### config.mk
export PLATFORM = sky130hd
export DESIGN_NAME = uart_tx_rx
export DESIGN_NICKNAME = d
export VERILOG_FILES = /design/src/rtl/uart_tx_rx_pkg.sv /design/src/rtl/uart_rx.sv /design/src/rtl/uart_tx_rx.sv
export SDC_FILE = /design/constraint.sdc
export NUM_CORES = 1
export LEC_CHECK = 0
export ABC_AREA = 1
export CAP_MARGIN = 15
export CORE_MARGIN = 3
export CORE_UTILIZATION = 50
export DETAILED_ROUTE_END_ITERATION = 10
export DONT_BUFFER_PORTS = 1
export PLACE_DENSITY_LB_ADDON = 0.25
export SYNTH_ARGS = -nofsm -noshare
export SYNTH_HDL_FRONTEND = slang
export SYNTH_SLANG_ARGS = --single-unit
### constraint.sdc
create_clock -name i_CLK -period 2.85 [get_ports i_CLK]
set_input_delay 0.57 -clock i_CLK [delete_from_list [all_inputs] [get_ports i_CLK]]
set_output_delay 0.57 -clock i_CLK [all_outputs]
set_load 0.005 [all_outputs]
### src/rtl/uart_tx_rx_pkg.sv
// Shared definitions for the uart_tx_rx block: TX/RX state encodings and
// 8N1 frame constants used by both the transmitter and the receiver.
package uart_tx_rx_pkg;

   localparam int unsigned DATA_BITS = 8;
   localparam logic        LINE_IDLE = 1'b1;

   typedef enum logic [2:0] {
      TxIdle,
      TxStart,
      TxData,
      TxStop,
      TxDone
   } tx_state_e;

   typedef enum logic [2:0] {
      RxIdle,
      RxStart,
      RxData,
      RxStop,
      RxCleanup
   } rx_state_e;

endpackage

### src/rtl/uart_rx.sv
// 8N1 UART receiver.
// Ports:
//   clk        - rising-edge clock
//   rst_n      - asynchronous active-low reset
//   serial     - asynchronous RX line, idle high
//   data       - last correctly framed byte, held until the next good frame
//   data_valid - one-cycle pulse when data is updated
module uart_rx
   import uart_tx_rx_pkg::*;
#(
   parameter int unsigned c_CYCLES_PER_BIT = 217
) (
   input  logic                 clk,
   input  logic                 rst_n,
   input  logic                 serial,
   output logic [DATA_BITS-1:0] data,
   output logic                 data_valid
);

   localparam int unsigned CW = $clog2(c_CYCLES_PER_BIT);
   localparam logic [CW-1:0] CNT_LAST = CW'(c_CYCLES_PER_BIT - 1);
   // Last cycle of the first half of the start bit: the mid-start sample point.
   localparam logic [CW-1:0] CNT_HALF = CW'(c_CYCLES_PER_BIT / 2 - 1);
   localparam logic [2:0]    IDX_LAST = 3'(DATA_BITS - 1);

   logic [1:0]           sync_q;
   rx_state_e            state_q, state_d;
   logic [CW-1:0]        cnt_q, cnt_d;
   logic [2:0]           idx_q, idx_d;
   logic [DATA_BITS-1:0] shift_q, shift_d;
   logic [DATA_BITS-1:0] data_q, data_d;
   logic                 valid_q, valid_d;
   logic                 rx_bit;

   assign rx_bit     = sync_q[1];
   assign data       = data_q;
   assign data_valid = valid_q;

   always_ff @(posedge clk or negedge rst_n) begin
      if (!rst_n) begin
         sync_q  <= {2{LINE_IDLE}};
         state_q <= RxIdle;
         cnt_q   <= '0;
         idx_q   <= '0;
         shift_q <= '0;
         data_q  <= '0;
         valid_q <= 1'b0;
      end else begin
         sync_q  <= {sync_q[0], serial};
         state_q <= state_d;
         cnt_q   <= cnt_d;
         idx_q   <= idx_d;
         shift_q <= shift_d;
         data_q  <= data_d;
         valid_q <= valid_d;
      end
   end

   always_comb begin
      state_d = state_q;
      cnt_d   = cnt_q;
      idx_d   = idx_q;
      shift_d = shift_q;
      data_d  = data_q;
      valid_d = 1'b0;
      case (state_q)
         RxIdle: begin
            cnt_d = '0;
            idx_d = '0;
            if (!rx_bit) state_d = RxStart;
         end
         RxStart: begin
            if (cnt_q == CNT_HALF) begin
               cnt_d   = '0;
               // A line back high at mid-start is a glitch, not a frame.
               state_d = rx_bit ? RxIdle : RxData;
            end else begin
               cnt_d = cnt_q + 1'b1;
            end
         end
         RxData: begin
            if (cnt_q == CNT_LAST) begin
               cnt_d          = '0;
               shift_d[idx_q] = rx_bit;
               if (idx_q == IDX_LAST) begin
                  idx_d   = '0;
                  state_d = RxStop;
               end else begin
                  idx_d = idx_q + 3'd1;
               end
            end else begin
               cnt_d = cnt_q + 1'b1;
            end
         end
         RxStop: begin
            if (cnt_q == CNT_LAST) begin
               cnt_d = '0;
               // A low stop bit is a framing error: drop the byte silently.
               if (rx_bit) begin
                  data_d  = shift_q;
                  valid_d = 1'b1;
               end
               state_d = RxCleanup;
            end else begin
               cnt_d = cnt_q + 1'b1;
            end
         end
         RxCleanup: begin
            // Hold here until the line is released so a stuck-low line is one frame.
            if (rx_bit) state_d = RxIdle;
         end
         default: state_d = RxIdle;
      endcase
   end

endmodule

### src/rtl/uart_tx_rx.sv
// UART transmitter and receiver, 8N1, independent TX and RX paths.
// Ports:
//   i_CLK / i_RESET_n   - clock, asynchronous active-low reset
//   i_TX_DV             - transmit request, sampled only while TX is idle
//   i_PARALLEL_DATA     - byte to transmit, latched with the request
//   o_SERIAL_DATA       - TX line, idle high
//   o_TX_ACTIVE         - high for the whole start..stop span of a frame
//   o_TX_DONE           - one-cycle pulse after the stop bit
//   i_SERIAL_DATA       - RX line (asynchronous)
//   o_DATA_RX           - last received byte
//   o_RX_DATA_VALID     - one-cycle pulse when o_DATA_RX updates
module uart_tx_rx
   import uart_tx_rx_pkg::*;
#(
   parameter int unsigned c_CYCLES_PER_BIT = 217
) (
   input  logic                 i_CLK,
   input  logic                 i_RESET_n,
   input  logic                 i_TX_DV,
   input  logic [DATA_BITS-1:0] i_PARALLEL_DATA,
   output logic                 o_SERIAL_DATA,
   output logic                 o_TX_ACTIVE,
   output logic                 o_TX_DONE,
   input  logic                 i_SERIAL_DATA,
   output logic [DATA_BITS-1:0] o_DATA_RX,
   output logic                 o_RX_DATA_VALID
);

   localparam int unsigned CW = $clog2(c_CYCLES_PER_BIT);
   localparam logic [CW-1:0] CNT_LAST = CW'(c_CYCLES_PER_BIT - 1);
   localparam logic [2:0]    IDX_LAST = 3'(DATA_BITS - 1);

   tx_state_e            tx_state_q, tx_state_d;
   logic [CW-1:0]        tx_cnt_q, tx_cnt_d;
   logic [2:0]           tx_idx_q, tx_idx_d;
   logic [DATA_BITS-1:0] tx_data_q, tx_data_d;

   always_ff @(posedge i_CLK or negedge i_RESET_n) begin
      if (!i_RESET_n) begin
         tx_state_q <= TxIdle;
         tx_cnt_q   <= '0;
         tx_idx_q   <= '0;
         tx_data_q  <= '0;
      end else begin
         tx_state_q <= tx_state_d;
         tx_cnt_q   <= tx_cnt_d;
         tx_idx_q   <= tx_idx_d;
         tx_data_q  <= tx_data_d;
      end
   end

   always_comb begin
      tx_state_d = tx_state_q;
      tx_cnt_d   = tx_cnt_q;
      tx_idx_d   = tx_idx_q;
      tx_data_d  = tx_data_q;
      case (tx_state_q)
         TxIdle: begin
            tx_cnt_d = '0;
            tx_idx_d = '0;
            if (i_TX_DV) begin
               tx_data_d  = i_PARALLEL_DATA;
               tx_state_d = TxStart;
            end
         end
         TxStart: begin
            if (tx_cnt_q == CNT_LAST) begin
               tx_cnt_d   = '0;
               tx_state_d = TxData;
            end else begin
               tx_cnt_d = tx_cnt_q + 1'b1;
            end
         end
         TxData: begin
            if (tx_cnt_q == CNT_LAST) begin
               tx_cnt_d = '0;
               if (tx_idx_q == IDX_LAST) begin
                  tx_idx_d   = '0;
                  tx_state_d = TxStop;
               end else begin
                  tx_idx_d = tx_idx_q + 3'd1;
               end
            end else begin
               tx_cnt_d = tx_cnt_q + 1'b1;
            end
         end
         TxStop: begin
            if (tx_cnt_q == CNT_LAST) begin
               tx_cnt_d   = '0;
               tx_state_d = TxDone;
            end else begin
               tx_cnt_d = tx_cnt_q + 1'b1;
            end
         end
         TxDone:  tx_state_d = TxIdle;
         default: tx_state_d = TxIdle;
      endcase
   end

   // Outputs decode the state register directly so reset forces them at once.
   always_comb begin
      o_SERIAL_DATA = LINE_IDLE;
      o_TX_ACTIVE   = 1'b0;
      o_TX_DONE     = 1'b0;
      case (tx_state_q)
         TxStart: begin
            o_SERIAL_DATA = ~LINE_IDLE;
            o_TX_ACTIVE   = 1'b1;
         end
         TxData: begin
            o_SERIAL_DATA = tx_data_q[tx_idx_q];
            o_TX_ACTIVE   = 1'b1;
         end
         TxStop:  o_TX_ACTIVE = 1'b1;
         TxDone:  o_TX_DONE = 1'b1;
         default: ;
      endcase
   end

   uart_rx #(
      .c_CYCLES_PER_BIT(c_CYCLES_PER_BIT)
   ) u_uart_rx (
      .clk       (i_CLK),
      .rst_n     (i_RESET_n),
      .serial    (i_SERIAL_DATA),
      .data      (o_DATA_RX),
      .data_valid(o_RX_DATA_VALID)
   );

endmodule

==> flow_summary_export.csv <==
group,metric,value,unit
worst_hold_path,holdCritPathClass,"in -> async",
routing,wl_per_cell,11.5,um
clock_network,cts_made_buffers,5,
global_route,grtUsageTotal,0.160,
final_layout,multi_input_area,0.00135,mm2
yosys,ys_async_sr_fraction,1.00,
run,cap_violations,0,
timing,finalSetupTns,0,ps
routing,ant_nets,0,
timing,whs,113,ps
yosys,syn_area_per_cell,7.97,um2
setup_path,worst_r2r_startpoint,"u_uart_rx.cnt_q[0]",
setup_path,startpoint_type,"register",
final_layout,antenna-diode-count,0,
routing,drc,0,
timing,min_period,2030,ps
routing,routed_wl,5.12,mm
yosys,synth-seq-area-share,0.467,
final_layout,finalNonFillerCells,445,
setup_path,rr_worst_depth,8,
floorplan,num_io_pins,24,
clock_network,cts.clk_slew.worst_paths,90,ps
placed_design,port_buffers,0,
setup_path,cp_max_fo,7,
timing,fin_crit_sh,0.712,
floorplan,core,0.00561,mm2
clock_network,cts_resized,0,
yosys,synth.most_common_cell,"nand2_1",
setup_path,cp.arrival,1460,ps
placed_design,place.gp.congestion,0.848,
global_route,grt_max_degree,54,
setup_path,cp_slowest_cell,"dfrtp_1",
setup_path,crit_start,"tx_state_q[1]",
yosys,syn_area,0.00296,mm2
final_layout,nNetsFinal,393,
power,p_leak,0.00164,uW
clock_network,cts_max_level,2,
timing,final-max-slew-violation-count,0,
clock_network,cts_max_path_buffers,2,
timing,setup_viol,0,
timing,grt_setup_unrepaired,"false",
timing,hold_viol,0,
yosys,synthTopCellsByArea,"dfrtp_1 45%, nand2_1 14%, nand3_1 5.2%",
setup_path,critical_path.endpoint_type,"output pin",
yosys,synth_edf_count,0,
routing,first_pass_iters,5,
yosys,synth_top_area_share,0.449,
setup_path,max_stage_delay,550,ps
clock_network,cts_tree,"built",
placed_design,dp_cells,437,
routing,drt_iter0_markers,61,
global_route,grt_pass1_vias,2137,
yosys,synth_largest_area_cell,"dfrtp_1",
yosys,synth_top_flop_cell,"dfrtp_1",
yosys,yosys-top-cells-count,"112 x nand2_1, 53 x dfrtp_1, 39 x inv_1",
setup_path,worst-setup-path-type,"reg -> out",
global_route,grt_pass1_wl,9.34,mm
power,powerDensity,412,mW/mm2
placed_design,hpwl,3.78,mm
global_route,overflow,0,
timing,tightestPinTransition,334,ps
setup_path,worstPathRequired,2280,ps
timing,clock_skew,8.32,ps
timing,max_slew_margin,0.778,
yosys,syn-instance-count,371,
clock_network,clkLatencyLatePin,290,ps
yosys,syn_nets,391,
setup_path,crit_chain,"nor2_1 > nor2_2 > inv_1 > a21oi_1 > nand2_1",
floorplan,die_area,0.00687,mm2
timing,max_freq,0.493,GHz
clock_network,cts.sinks,55,
final_layout,regArea,0.00138,mm2
floorplan,start_util,0.527,
floorplan,placementRows,27,
routing,vias,2269,
power,vdd_drop_max,0.332,mV
final_layout,fillerInstances,547,
yosys,ys_ff_latch,55,
global_route,antenna_found_initial,0,
yosys,yosysWarnings,0,
routing,viasPerCell,5.10,
yosys,synth.distinct_cells,33,
floorplan,die_w,82.9,um
floorplan,die-height,82.9,um
final_layout,drive_gt1_frac,0.134,
final_layout,areaGrowthSynthToFinish,6.10,%
clock_network,ctsRootBufferMaster,"clkbuf_8",
run_status,outcome,"complete, no violations",
[worst max-delay path, delay by kind of cell (launching register included)]
family / cells / cell delay [ps]
buffers and inverters: 1 / 60
AOI/OAI and AO/OA: 1 / 160
and+or+nand+nor: 3 / 400
DFF: 1 / 550
[stage by stage]
| stage | worst slack, ps | total power [uW] | util | cell area [um2] |
|---|---|---|---|---|
| floorplan | 1330 | 803 | - | 2960 |
| global placement | 1170 | 802 | 0.536 | 3010 |
| detailed placement | 1140 | 802 | 0.536 | 3010 |
| CTS | 800 | 1310 | 0.559 | 3140 |
| global route | 675 | 1350 | 0.559 | 3140 |
| finish | 821 | 1290 | 0.559 | 3140 |
[area by class of cell]
class                      count  share of cell area
sequential                    55               0.440
inverter                      49              0.0611
clock buffer                   6              0.0231
clock inverter                 1             0.00958
tap                           72              0.0287
multi-input combinational    261               0.429
timing repair buffer           1             0.00878
[cell families (layout without fill, tap and decap cells)]
group,count (synthesis),after routing,synth area share
simple gates,218,218,0.345
compound gates,32,32,0.0673
buf+inv,55,57,0.0783
xor+xnor,3,3,0.00889
fa+ha+maj,8,8,0.0339
flops,55,55,0.467
[metal layers]
metal / vias up / track usage / part of all wire
met5: - / 0 / 0
met1: 1058 / 0.210 / 0.47
met4: 0 / 0.0386 / 0.0072
li1: 1179 / - / -
met3: 4 / 0.0397 / 0.040
met2: 28 / 0.266 / 0.48
[flip-flops by register name, summed over array words and instances, names as in the netlist]
| signal | count |
|---|---|
| tx_cnt_q | 8 |
| tx_data_q | 8 |
| tx_idx_q | 3 |
| tx_state_q | 3 |
| u_uart_rx.cnt_q | 8 |
| u_uart_rx.data | 8 |
| u_uart_rx.data_valid | 1 |
| u_uart_rx.idx_q | 3 |
| u_uart_rx.shift_q | 8 |
| u_uart_rx.state_q | 3 |
| u_uart_rx.sync_q | 2 |
[path summary, 6_finish.rpt]
kind / slack (ps) / to
max in group asynchronous: 2500 / u_uart_rx.cnt_q[6]
setup / recovery: 820 / o_SERIAL_DATA
min in group i_CLK: 270 / u_uart_rx.sync_q[0]
setup reg to reg: 1340 / u_uart_rx.idx_q[1]
hold reg to reg: 360 / u_uart_rx.sync_q[1]
hold / removal: 110 / u_uart_rx.sync_q[0]
[repair_timing]
item / in CTS / in global routing
endpoints found under the hold margin: 53 / 0
hold buffers: 1 / 0
buffers inserted: 0 / 0
[power by group]
| part | switching [uW] | internal (uW) |
|---|---|---|
| combinational | 15.1 | 4.67 |
| sequential | 2.42 | 782 |
| clock | 231 | 258 |
| total | 248 | 1040 |
[layout by cell type (no fill, tap or decap)]
master / instances
o21a_1: 1
clkinv_4: 1
nor2_8: 1
dfstp_2: 2
inv_1: 39
clkinv_1: 1
inv_4: 1
nor3_1: 3
nand2_1: 112
nand3b_1: 1
bufinv_16: 1
o21bai_1: 1
o22ai_1: 3
dfrtp_1: 53
clkbuf_1: 1
xor2_1: 2
o21ai_0: 14
nor2_4: 4
clkbuf_8: 5
nand4_1: 12
nor2_2: 2
ha_1: 8
a21oi_1: 3
nor2_1: 35
nand2_4: 4
inv_2: 7
o21ai_2: 8
xnor2_1: 1
nand3_2: 3
o21ai_1: 2
buf_16: 1
nand2_2: 10
nand3_1: 31
Note: power is estimated with default switching activity, not from simulation.
